==> src/rtl/mem_bus_pkg.sv <==
// Shared types and constants for the memory-bus arbiter and its helpers.
// Access size is carried as a 2-bit code and decoded back to w/hw at the slave port.
package mem_bus_pkg;

    typedef enum logic [1:0] {
        ARB_IDLE,
        ARB_ISSUE,
        ARB_WAIT,
        ARB_DONE
    } arb_state_t;

    typedef logic [1:0] acc_size_t;

    localparam acc_size_t SIZE_BYTE = 2'd0;
    localparam acc_size_t SIZE_HALF = 2'd1;
    localparam acc_size_t SIZE_WORD = 2'd2;

    localparam logic [31:0] DEFAULT_ERR_DATA = 32'hdead_beef;

    // Word wins if a master sets both size bits.
    function automatic acc_size_t size_enc(input logic w, input logic hw);
        acc_size_t s;
        if (w) begin
            s = SIZE_WORD;
        end else if (hw) begin
            s = SIZE_HALF;
        end else begin
            s = SIZE_BYTE;
        end
        return s;
    endfunction

endpackage

==> src/rtl/mem_bus_arbiter_rr_pick.sv <==
// Combinational round-robin selector: first set request at or after ptr (mod N),
// returned both one-hot and as an index.
module rr_pick #(
    parameter int unsigned N  = 3,
    parameter int unsigned IW = 2
) (
    input  logic [N-1:0]  req,
    input  logic [IW-1:0] ptr,
    output logic [N-1:0]  gnt,
    output logic [IW-1:0] idx,
    output logic          any
);

    int unsigned pos;

    always_comb begin
        gnt = '0;
        idx = '0;
        any = 1'b0;
        pos = 0;
        for (int unsigned i = 0; i < N; i++) begin
            pos = 32'(ptr) + i;
            if (pos >= N) begin
                pos = pos - N;
            end
            if (!any && req[pos]) begin
                any      = 1'b1;
                gnt[pos] = 1'b1;
                idx      = IW'(pos);
            end
        end
    end

endmodule

==> src/rtl/mem_bus_arbiter.sv <==
// N-master round-robin arbiter in front of the single QSPI read/write port:
// one latched transaction at a time, with response timeout and error pulse.
module mem_bus_arbiter
    import mem_bus_pkg::*;
#(
    parameter int unsigned       NUM_MASTERS = 3,
    parameter int unsigned       ADR_W       = 32,
    parameter int unsigned       DATA_W      = 32,
    parameter int unsigned       TIMEOUT     = 1024,
    parameter logic [DATA_W-1:0] ERR_DATA    = DATA_W'(DEFAULT_ERR_DATA)
) (
    input  logic                          clk,
    input  logic                          rst,
    input  logic [NUM_MASTERS-1:0]        m_req,
    input  logic [NUM_MASTERS-1:0]        m_we,
    input  logic [NUM_MASTERS-1:0]        m_w,
    input  logic [NUM_MASTERS-1:0]        m_hw,
    input  logic [NUM_MASTERS*ADR_W-1:0]  m_adr,
    input  logic [NUM_MASTERS*DATA_W-1:0] m_wdata,
    output logic [NUM_MASTERS-1:0]        m_grant,
    output logic [NUM_MASTERS-1:0]        m_done,
    output logic [NUM_MASTERS-1:0]        m_err,
    output logic [DATA_W-1:0]             m_rdata,
    output logic                          read_req,
    output logic                          write_req,
    output logic                          read_w,
    output logic                          read_hw,
    output logic                          write_w,
    output logic                          write_hw,
    output logic [ADR_W-1:0]              read_adr,
    output logic [ADR_W-1:0]              write_adr,
    output logic [DATA_W-1:0]             write_data,
    input  logic                          read_valid,
    input  logic [DATA_W-1:0]             read_data,
    input  logic                          write_finish
);

    localparam int unsigned      IDX_W    = $clog2(NUM_MASTERS);
    localparam int unsigned      CNT_W    = $clog2(TIMEOUT);
    localparam logic [CNT_W-1:0] CNT_LAST = CNT_W'(TIMEOUT - 1);
    localparam logic [IDX_W-1:0] IDX_LAST = IDX_W'(NUM_MASTERS - 1);

    arb_state_t              state_q, state_d;
    logic [IDX_W-1:0]        rr_q, rr_d;
    logic [NUM_MASTERS-1:0]  grant_q, grant_d;
    logic [IDX_W-1:0]        idx_q, idx_d;
    logic                    we_q, we_d;
    acc_size_t               size_q, size_d;
    logic [ADR_W-1:0]        adr_q, adr_d;
    logic [DATA_W-1:0]       wdata_q, wdata_d;
    logic [DATA_W-1:0]       rdata_q, rdata_d;
    logic                    err_q, err_d;
    logic [CNT_W-1:0]        cnt_q, cnt_d;
    logic                    arm_q, arm_d;

    logic [NUM_MASTERS-1:0]  pick_gnt;
    logic [IDX_W-1:0]        pick_idx;
    logic                    pick_any;
    logic                    resp;

    rr_pick #(
        .N  (NUM_MASTERS),
        .IW (IDX_W)
    ) u_rr_pick (
        .req (m_req),
        .ptr (rr_q),
        .gnt (pick_gnt),
        .idx (pick_idx),
        .any (pick_any)
    );

    assign resp = we_q ? write_finish : read_valid;

    always_comb begin
        state_d = state_q;
        rr_d    = rr_q;
        grant_d = grant_q;
        idx_d   = idx_q;
        we_d    = we_q;
        size_d  = size_q;
        adr_d   = adr_q;
        wdata_d = wdata_q;
        rdata_d = rdata_q;
        err_d   = err_q;
        cnt_d   = cnt_q;
        arm_d   = arm_q;
        case (state_q)
            ARB_IDLE: begin
                if (pick_any) begin
                    grant_d = pick_gnt;
                    idx_d   = pick_idx;
                    we_d    = m_we[pick_idx];
                    size_d  = size_enc(m_w[pick_idx], m_hw[pick_idx]);
                    adr_d   = m_adr[pick_idx*ADR_W +: ADR_W];
                    wdata_d = m_wdata[pick_idx*DATA_W +: DATA_W];
                    err_d   = 1'b0;
                    state_d = ARB_ISSUE;
                end
            end
            ARB_ISSUE: begin
                cnt_d   = '0;
                arm_d   = 1'b0;
                state_d = ARB_WAIT;
            end
            ARB_WAIT: begin
                // Counting starts one WAIT cycle late so the abort lands
                // TIMEOUT+2 cycles after the slave request pulse.
                if (resp) begin
                    if (!we_q) begin
                        rdata_d = read_data;
                    end
                    state_d = ARB_DONE;
                end else if (!arm_q) begin
                    arm_d = 1'b1;
                end else if (cnt_q == CNT_LAST) begin
                    if (!we_q) begin
                        rdata_d = ERR_DATA;
                    end
                    err_d   = 1'b1;
                    state_d = ARB_DONE;
                end else begin
                    cnt_d = cnt_q + 1'b1;
                end
            end
            ARB_DONE: begin
                grant_d = '0;
                rr_d    = (idx_q == IDX_LAST) ? '0 : idx_q + 1'b1;
                state_d = ARB_IDLE;
            end
            default: begin
                state_d = ARB_IDLE;
            end
        endcase
    end

    always_ff @(posedge clk) begin
        if (rst) begin
            state_q <= ARB_IDLE;
            rr_q    <= '0;
            grant_q <= '0;
            idx_q   <= '0;
            we_q    <= 1'b0;
            size_q  <= SIZE_BYTE;
            adr_q   <= '0;
            wdata_q <= '0;
            rdata_q <= '0;
            err_q   <= 1'b0;
            cnt_q   <= '0;
            arm_q   <= 1'b0;
        end else begin
            state_q <= state_d;
            rr_q    <= rr_d;
            grant_q <= grant_d;
            idx_q   <= idx_d;
            we_q    <= we_d;
            size_q  <= size_d;
            adr_q   <= adr_d;
            wdata_q <= wdata_d;
            rdata_q <= rdata_d;
            err_q   <= err_d;
            cnt_q   <= cnt_d;
            arm_q   <= arm_d;
        end
    end

    assign m_grant    = grant_q;
    assign m_done     = (state_q == ARB_DONE) ? grant_q : '0;
    assign m_err      = (state_q == ARB_DONE && err_q) ? grant_q : '0;
    assign m_rdata    = rdata_q;
    assign read_req   = (state_q == ARB_ISSUE) && !we_q;
    assign write_req  = (state_q == ARB_ISSUE) && we_q;
    assign read_w     = (size_q == SIZE_WORD);
    assign read_hw    = (size_q == SIZE_HALF);
    assign write_w    = (size_q == SIZE_WORD);
    assign write_hw   = (size_q == SIZE_HALF);
    assign read_adr   = adr_q;
    assign write_adr  = adr_q;
    assign write_data = wdata_q;

endmodule

==> config.mk <==
export PLATFORM = sky130hd
export DESIGN_NAME = mem_bus_arbiter
export DESIGN_NICKNAME = d
export VERILOG_FILES = /design/src/rtl/mem_bus_pkg.sv /design/src/rtl/mem_bus_arbiter_rr_pick.sv /design/src/rtl/mem_bus_arbiter.sv
export SDC_FILE = /design/constraint.sdc
export NUM_CORES = 1
export LEC_CHECK = 0
export CORE_AREA = 2 2 148 150
export CTS_CLUSTER_DIAMETER = 60
export DETAILED_ROUTE_END_ITERATION = 10
export DIE_AREA = 0 0 150 152
export PLACE_DENSITY = 0.68
export REMOVE_ABC_BUFFERS = 1
export SLEW_MARGIN = 20
export SYNTH_ARGS = -nofsm -noshare
export SYNTH_HDL_FRONTEND = slang
export SYNTH_SLANG_ARGS = --single-unit
==> constraint.sdc <==
create_clock -name clk -period 2.8 [get_ports clk]
set_input_delay 0.56 -clock clk [delete_from_list [all_inputs] [get_ports clk]]
set_output_delay 0.56 -clock clk [all_outputs]
set_load 0.005 [all_outputs]
---- Yosys cells after proc, flatten, opt, wreduce, memory -nomap -nowiden ----
Index checks and enable logic that the tools add are counted.
word-level totals
  register bits after elaboration ......... 120
  output and inout port bits .............. 143
operators by class
  add/subtract/negate cells ............... 7
  magnitude comparators ................... 10
  eq/ne operators ......................... 16
  shifts and indexed selects .............. 2
  muxes and demuxes ....................... 59
  bitwise logic cells ..................... 2
  reductions and logical operators ........ 24
operators by type and width
  kind                                                  number
  two-way mux 32 bit                                    8
  variable part select 96 x 8 -> 32 bit                 2
  >= comparator 32 x 1 -> 1 bit, second input constant  3
  < comparator 32 x 3 -> 1 bit, second input constant   3
  >= comparator 32 x 2 -> 1 bit, second input constant  2
  subtractor 32 x 2 -> 32 bit, second input constant    2
  two-way mux 10 bit                                    3
  one-hot mux 10 bit (2 select lines)                   1
  two-way mux 1 bit                                     19
  two-way mux 2 bit                                     9
  two-way mux 3 bit                                     6
  binary-select mux 1 bit (select 2 bit)                6
  inequality test 2 bit, second input constant          6
  adder 10 x 1 -> 10 bit, second input constant         1
  == test 10 bit, second input constant                 1
  AND reduction 5 bit                                   2
  nonzero test 2 bit                                    5
  inequality test 3 bit, second input constant          3
  == test 2 bit, second input constant                  4
  logical AND 1 bit                                     8
  one-hot mux 2 bit (4 select lines)                    1
  demux 1 bit (select 2 bit)                            3
  OR 3 bit                                              2
  one-hot mux 3 bit (2 select lines)                    1
  13 further kinds                                      19

---- Longest topological paths before layout ----
Gate-level depths: netlist of run 1.
  depth in word-level cells ............... 15
  gate-level depth with buffers ........... 10

---- Modules after synthesis ----
Synthesis of run 1 repeated with hierarchy kept, for this count alone.
unflattened totals
  cell total of the unflattened synthesis .. 830
  area total of the unflattened synthesis .. 6,772.7 sq um
modules (own cells, without submodules)
  module           times used  cells each  area each (sq um)  sequential area each (sq um)
  mem_bus_arbiter  1           778         6,391.1            2,402.3
  rr_pick          1           52          381.6              0.0

---- Worst setup path after synthesis of run 1 ----
Ideal clock, no wire load.
  path type ............................... reg-to-reg
  from .................................... register rr_q[1]
  to ...................................... register adr_q[29], in the netlist read_adr[29]
  arrival time ............................ 2.379 ns
  required time ........................... 2.678 ns
  path slack .............................. 0.299 ns
  stages on the path, launching flop included .. 9
  cells stage by stage .................... dfxtp_1 > inv_1 > ha_1 > mux2i_1 > mux2_4 > a41o_1 > buf_1 > mux2_1 > a221o_1
on the way
  cells in the longest elaborated chain, start to end .. 12
  elaborated cells between the ends (all ways) .. 29
  classes of those cells .................. add/sub: 5; order compare: 3; shift: 1; mux: 15; reduce/logical: 5
RTL lines
  element                                                               line                    RTL
  start, declared                                                       mem_bus_arbiter.sv:44   logic [IDX_W-1:0] rr_q, rr_d;
  start signal, assigned                                                mem_bus_arbiter.sv:152  rr_q <= rr_d;
  branches (longest 12 deep; another with subtractor 32 x 2 -> 32 bit)  -
  end signal, assigned                                                  mem_bus_arbiter.sv:157  adr_q <= adr_d;
  end, declared                                                         mem_bus_arbiter.sv:49   logic [ADR_W-1:0] adr_q, adr_d;
Parallel ways; which one is timed is not known. The select of a mux whose other input is x is not followed.
A chain may end at the register's enable or synchronous reset.

---- Worst setup path after layout of run 1 ----
  from .................................... register rr_q[1]
  to ...................................... register adr_q[17], in the netlist read_adr[17]
Same word-level chain as after synthesis.

==> flow_metrics.env, run 1 <==
export IMPL_run_status="finished, final reports clean"
export IMPL_fp_dieArea_mm2=0.02280
export IMPL_area_growth_syn_to_layout_pct=74.63
export IMPL_synthesis_instances=618
export IMPL_fillCellCount=1982
export IMPL_setup_violations=0
export IMPL_worst_setup_path_type="flop to flop"
export IMPL_synthTopCellsByArea="dfxtp_1, a221o_1, mux2_1, and3_1, mux2_4"
export IMPL_critPathRequiredTime_ns=3.10
export IMPL_critical_path_arrival_ns=2.89
export IMPL_clk_root_buffer_cell="clkbuf_16"
export IMPL_power_frac_seq_pct=29.1
export IMPL_area_used_by_multi_input_combinational_logic_mm2=0.003403
export IMPL_met3_wirelength_um=1750
export IMPL_drt_initial_drc_count=371
export IMPL_insertion_delay_ns=0.42
export IMPL_crit_path_end_kind="flop"
export IMPL_critical_path_peak_fanout=33
export IMPL_timing_rr_end="read_adr[17]$_SDFFE_PP0P_"
export IMPL_post_route_cells_drive_above_1_share_pct=10.51
export IMPL_place_worst_setup_slack_ns=-0.02236
export IMPL_post_place_instance_area_mm2=0.01034
export IMPL_power_switching_fraction_pct=31.97
export IMPL_chipHeight_um=152
export IMPL_relSlewSlack_pct=29.50
export IMPL_timing_final_hold_violations=0
export IMPL_synth_lib_cells_used_distinct=62
export IMPL_postRouteAntennaNets=0
export IMPL_detailroute_via_count=6405
export IMPL_timing_hold_worst_path_depth=2
export IMPL_r2r_cells=8
export IMPL_p_leak_nw=4.352
export IMPL_number_of_enable_flip_flop_cells_after_synthesis=0
export IMPL_layout_nets=1216
export IMPL_routed_via_density=5.083
export IMPL_grt_max_degree=57
export IMPL_timing_critical_path_from_type="flop"
export IMPL_htree_levels=4
export IMPL_number_of_buffers_created_by_cts=17
export IMPL_pwr_share_comb_pct=44.6
export IMPL_final_non_filler_cell_area_mm2=0.01096
export IMPL_final_critical_path_setup_slack_ns=0.2144
export IMPL_post_route_fraction_of_the_period_consumed_by_the_critical_path_pct=92.34
export IMPL_initial_utilization_pct=29.40
export IMPL_max_cap_viol_count=0
export IMPL_rsz0062_at_grt="no"
export IMPL_antenna_found_initial=0
export IMPL_gpl_final_weighted_congestion=0.8806
export IMPL_peakVddDrop_v=0.0003456
export IMPL_tritoncts="done"
export IMPL_timing_hold_worst_start="m_rdata[8]$_SDFFE_PP0P_"
export IMPL_syn_avg_cell_area_um2=10.16
export IMPL_switchingPower_mw=2.840
export IMPL_power_density_cell_area_mw_per_mm2=810.3
export IMPL_io_buffers=382
export IMPL_cts_clk_slew_worst_paths_ns=0.06
export IMPL_grt_pass1_vias=6389
export IMPL_rrSetupSlack_ns=0.21
export IMPL_top_layer="met4"
export IMPL_fmax_mhz=386.8
export IMPL_clkPwrFrac_pct=26.2
export IMPL_io_pins=383
export IMPL_met2RoutedLength_um=11780
export IMPL_synth_main_ff_cell="dfxtp_1"
export IMPL_post_cts_resized_instances=0
export IMPL_placeableCoreArea_mm2=0.02135
export IMPL_cts_hold_buffers=0
export IMPL_yosys_warnings=0
export IMPL_cts_repair_timing_setup_buffer_count=0
export IMPL_power_total_mw=8.883
export IMPL_post_synth_top_area_cell="dfxtp_1"
export IMPL_synth_top_area_share_pct=38.27
export IMPL_ys_ff_latch=120
export IMPL_netlist_area_mm2=0.006277
export IMPL_placement_rows=54
export IMPL_grt_first_pass_wirelength_um=36390
export IMPL_critical_path_reg2reg_startpoint="rr_q[1]$_SDFFE_PP0P_"
export IMPL_clock_skew_final_ns=0.007574
export IMPL_drc=0
export IMPL_tritoncts_num_sinks=120
export IMPL_first_pass_iters=4
export IMPL_route_final_wire_length_um=23810
export IMPL_fin_hold_ws_ns=0.4744
export IMPL_worst_slew_pin_slew_ns=1.056
export IMPL_part_of_the_yosys_area_used_for_sequential_elements_pct=38.27
export IMPL_final_max_slew_viol_count=0
export IMPL_synth_async_sr_flop_share_pct=0
export IMPL_wire_length_the_detailed_router_placed_on_met1_um=9704
export IMPL_antennaDiodeCount=0
export IMPL_groute_usage_overall_pct=20.48
export IMPL_post_layout_minimum_cycle_time_ns=2.586
export IMPL_grt_overflow=0
export IMPL_holdCritPathClass="flop to flop"
export IMPL_die_width_um=150
export IMPL_p_int_mw=6.043
export IMPL_finish_utilization_pct=51.34
export IMPL_post_drt_wl_per_cell_um=18.89
export IMPL_hold_path_end="m_rdata[8]$_SDFFE_PP0P_"
export IMPL_final_seq_area_mm2=0.002402
export IMPL_clockBufferDepth=2
export IMPL_hpwl_um=17970
## final cells by class
type,count,share of cell area [%]
sequential,120,21.92
tap,280,3.196
clock inverter,13,1.518
clock buffer,19,4.132
multi-input combinational,407,31.05
timing repair buffer,413,37.92
inverter,8,0.2739
## worst max path at each step
stage | from | to | slack [ns] | depth (start not counted)
after floorplan | rr_q[0]$_SDFFE_PP0P_ | read_adr[0]$_SDFFE_PP0P_ | -1.58 | 7
after global placement | m_req[2] | read_adr[28]$_SDFFE_PP0P_ | 0.002 | 9
after detailed placement | m_req[0] | read_adr[20]$_SDFFE_PP0P_ | -0.02 | 7
after CTS | rr_q[1]$_SDFFE_PP0P_ | read_adr[20]$_SDFFE_PP0P_ | 0.21 | 8
after global routing | rr_q[1]$_SDFFE_PP0P_ | read_adr[17]$_SDFFE_PP0P_ | 0.05 | 8
final | rr_q[1]$_SDFFE_PP0P_ | read_adr[17]$_SDFFE_PP0P_ | 0.21 | 8
## layout by cell type (no fill, tap or decap), types with 14 or more instances in the layout
cell type and count:
a221o_1 64, mux2_4 19, nor2_1 17, clkbuf_16 17, buf_4 23, o221a_1 21, mux2_1 44, dfxtp_1 120
clkdlybuf4s50_1 382, nand2_1 21, and3_1 71, a21oi_1 18, o21ai_0 14
## state kept, by name (all words and copies together), names as in the netlist
register / flops
rr_q: 2
size_q: 2
cnt_q: 10
write_data: 32
state_q: 2
m_grant: 3
m_rdata: 32
err_q: 1
we_q: 1
idx_q: 2
arm_q: 1
read_adr: 32
## Yosys cell counts, types with 9 or more instances
cell type / number
ha_1: 9
dfxtp_1: 120
o221a_1: 21
and3_1: 71
o21ai_0: 14
a221o_1: 64
mux2_4: 19
clkbuf_1: 32
mux2_1: 44
buf_4: 34
nor2b_1: 9
a21oi_1: 18
nor2_1: 18
nand2_1: 21
## power groups by stage
| stage | combinational (mW) | sequential (mW) | clock [mW] |
|---|---|---|---|
| detailed placement | 3.98 | 2.62 | 0 |
| global placement | 3.96 | 2.61 | 0 |
| finish | 3.97 | 2.59 | 2.33 |
| global route | 4.23 | 2.65 | 2.46 |
| CTS | 4.00 | 2.59 | 2.39 |
| floorplan | 1.48 | 2.59 | 0 |
## worst max-delay path, stage by stage (launching register included)
cell and delay, ns:
dfxtp_1 0.33, inv_1 0.10, ha_1 0.29, mux2i_1 0.37, mux2_4 0.22, a41o_4 0.24, buf_12 0.23, mux2_2 0.37
a221o_1 0.31
## through the flow
step           cells  TNS [ns]
2_1_floorplan    535   -108.85
3_3_place_gp    1228         0
3_5_place_dp    1228   -0.1518
4_1_cts         1260         0
5_1_grt         1260         0
6_report        1260         0
## per-layer routing
metal / GRT usage [%] / vias to the layer above
met5: 0 / -
met4: 7.233 / 0
met3: 5.886 / 35
met2: 34.83 / 266
met1: 24.46 / 3038
li1: - / 3066
## cells by family after synthesis
| kind of cell | Yosys count | share of synthesized area [%] |
|---|---|---|
| AO/OA/AOI/OAI | 161 | 22.58 |
| AND/OR/NAND/NOR | 158 | 14.23 |
| flip-flops | 120 | 38.27 |
| buffers and inverters | 91 | 8.092 |
| multiplexers | 75 | 14.47 |
| adder cells (fa/ha/maj) | 9 | 1.794 |
| XOR/XNOR | 4 | 0.5580 |
Power figures use the tool's default switching activity.
==> inputs of run 2 (changes only) <==
--- a/config.mk
+++ b/config.mk
@@ -6,6 +6,7 @@
 export NUM_CORES = 1
 export LEC_CHECK = 0
 export CORE_AREA = 2 2 148 150
+export CTS_BUF_LIST = sky130_fd_sc_hd__clkbuf_16
 export CTS_CLUSTER_DIAMETER = 60
 export DETAILED_ROUTE_END_ITERATION = 10
 export DIE_AREA = 0 0 150 152
==> flow_metrics.env, run 2 (same netlist as run 1, synthesis figures left out) <==
export IMPL_run_status="finished, final reports clean"
export IMPL_relSlewSlack_pct=29.42
export IMPL_fillCellCount=1986
export IMPL_max_cap_viol_count=0
export IMPL_insertion_delay_ns=0.42
export IMPL_area_used_by_multi_input_combinational_logic_mm2=0.003403
export IMPL_mostFrequentLayoutCells="clkdlybuf4s50_1, dfxtp_1, and3_1"
export IMPL_fp_dieArea_mm2=0.02280
export IMPL_grt_pass1_vias=6393
export IMPL_cts_repair_timing_setup_buffer_count=0
export IMPL_post_drt_wl_per_cell_um=18.92
export IMPL_route_final_wire_length_um=23840
export IMPL_first_pass_iters=4
export IMPL_final_seq_area_mm2=0.002402
export IMPL_critical_path_arrival_ns=2.88
export IMPL_peakVddDrop_v=0.0003457
export IMPL_htree_levels=4
export IMPL_cts_hold_buffers=0
export IMPL_drc=0
export IMPL_io_buffers=382
export IMPL_grt_first_pass_wirelength_um=36400
export IMPL_final_common_cell="clkdlybuf4s50_1"
export IMPL_initial_utilization_pct=29.40
export IMPL_post_route_fraction_of_the_period_consumed_by_the_critical_path_pct=92.23
export IMPL_rsz0062_at_grt="no"
export IMPL_fmax_mhz=387.2
export IMPL_antennaDiodeCount=0
export IMPL_timing_critical_path_from_type="flop"
export IMPL_worst_setup_path_type="flop to flop"
export IMPL_routed_via_density=5.060
export IMPL_p_leak_nw=4.341
export IMPL_final_non_filler_cell_area_mm2=0.01094
export IMPL_drt_initial_drc_count=348
export IMPL_post_cts_resized_instances=0
export IMPL_timing_final_hold_violations=0
export IMPL_placeableCoreArea_mm2=0.02135
export IMPL_clk_root_buffer_cell="clkbuf_16"
export IMPL_cts_clk_slew_worst_paths_ns=0.06
export IMPL_die_width_um=150
export IMPL_tritoncts="done"
export IMPL_placement_rows=54
export IMPL_critical_path_peak_fanout=27
export IMPL_post_place_instance_area_mm2=0.01034
export IMPL_io_pins=383
export IMPL_clock_skew_final_ns=0.009436
export IMPL_grt_max_degree=57
export IMPL_post_layout_minimum_cycle_time_ns=2.582
export IMPL_postRouteAntennaNets=0
export IMPL_fin_hold_ws_ns=0.4739
export IMPL_holdCritPathClass="flop to flop"
export IMPL_tritoncts_num_sinks=120
export IMPL_critPathRequiredTime_ns=3.10
export IMPL_final_max_slew_viol_count=0
export IMPL_groute_usage_overall_pct=20.49
export IMPL_area_growth_syn_to_layout_pct=74.31
export IMPL_number_of_buffers_created_by_cts=17
export IMPL_power_density_cell_area_mw_per_mm2=806.7
export IMPL_layout_nets=1216
export IMPL_worst_slew_pin_slew_ns=1.058
export IMPL_chipHeight_um=152
export IMPL_gpl_final_weighted_congestion=0.8806
export IMPL_clockBufferDepth=2
export IMPL_post_route_cells_drive_above_1_share_pct=10.31
export IMPL_hpwl_um=17970
export IMPL_setup_tns_ns=0
export IMPL_antenna_found_initial=0
export IMPL_setup_violations=0
export IMPL_crit_path_end_kind="flop"
export IMPL_grt_overflow=0
export IMPL_detailroute_via_count=6375
run 2: per-layer routing:
metal / vias up / GRT usage, % / wire length, um
li1: 3063 / - / -
met1: 3008 / 24.48 / 9598
met2: 271 / 34.86 / 11850
met3: 33 / 5.886 / 1829
met4: 0 / 7.233 / 559
met5: - / 0 / 0
run 2: worst paths after layout:
check	slack, ns	endpoint	cells past startpoint	from
max	0.22	read_adr[20]$_SDFFE_PP0P_	8	rr_q[1]$_SDFFE_PP0P_
min	0.47	m_rdata[8]$_SDFFE_PP0P_	2	m_rdata[8]$_SDFFE_PP0P_
max reg2reg	0.22	read_adr[20]$_SDFFE_PP0P_	8	rr_q[1]$_SDFFE_PP0P_
min reg2reg	0.47	m_rdata[8]$_SDFFE_PP0P_	2	m_rdata[8]$_SDFFE_PP0P_
run 2: cell type report:
cell class,instances,area share [%]
timing repair buffer,413,37.99
sequential,120,21.96
tap,280,3.202
clock inverter,15,1.589
inverter,8,0.2744
multi-input combinational,407,31.10
clock buffer,17,3.888
run 2: where the power goes:
group          switching, mW  total [mW]  internal, mW
combinational           1.60        3.97          2.37
clock                  0.873        2.27          1.40
sequential             0.369        2.59          2.22
run 2: stage by stage:
| stage | worst slack [ns] | util (%) | power [mW] | std cells |
|---|---|---|---|---|
| after floorplan | -1.575 | - | 4.065 | 535 |
| after global placement | 0.001704 | 48.44 | 6.568 | 1228 |
| after detailed placement | -0.02236 | 48.44 | 6.597 | 1228 |
| after CTS | 0.2098 | 51.25 | 8.919 | 1260 |
| after global routing | 0.05534 | 51.25 | 9.286 | 1260 |
| final | 0.2176 | 51.25 | 8.827 | 1260 |
run 2: worst max-delay path: stages (launching register included):
cell and delay [ns]:
dfxtp_1 0.33, inv_1 0.10, ha_1 0.29, mux2i_1 0.37
mux2_4 0.22, a41o_4 0.24, buf_12 0.22, mux2_1 0.35
a221o_1 0.33
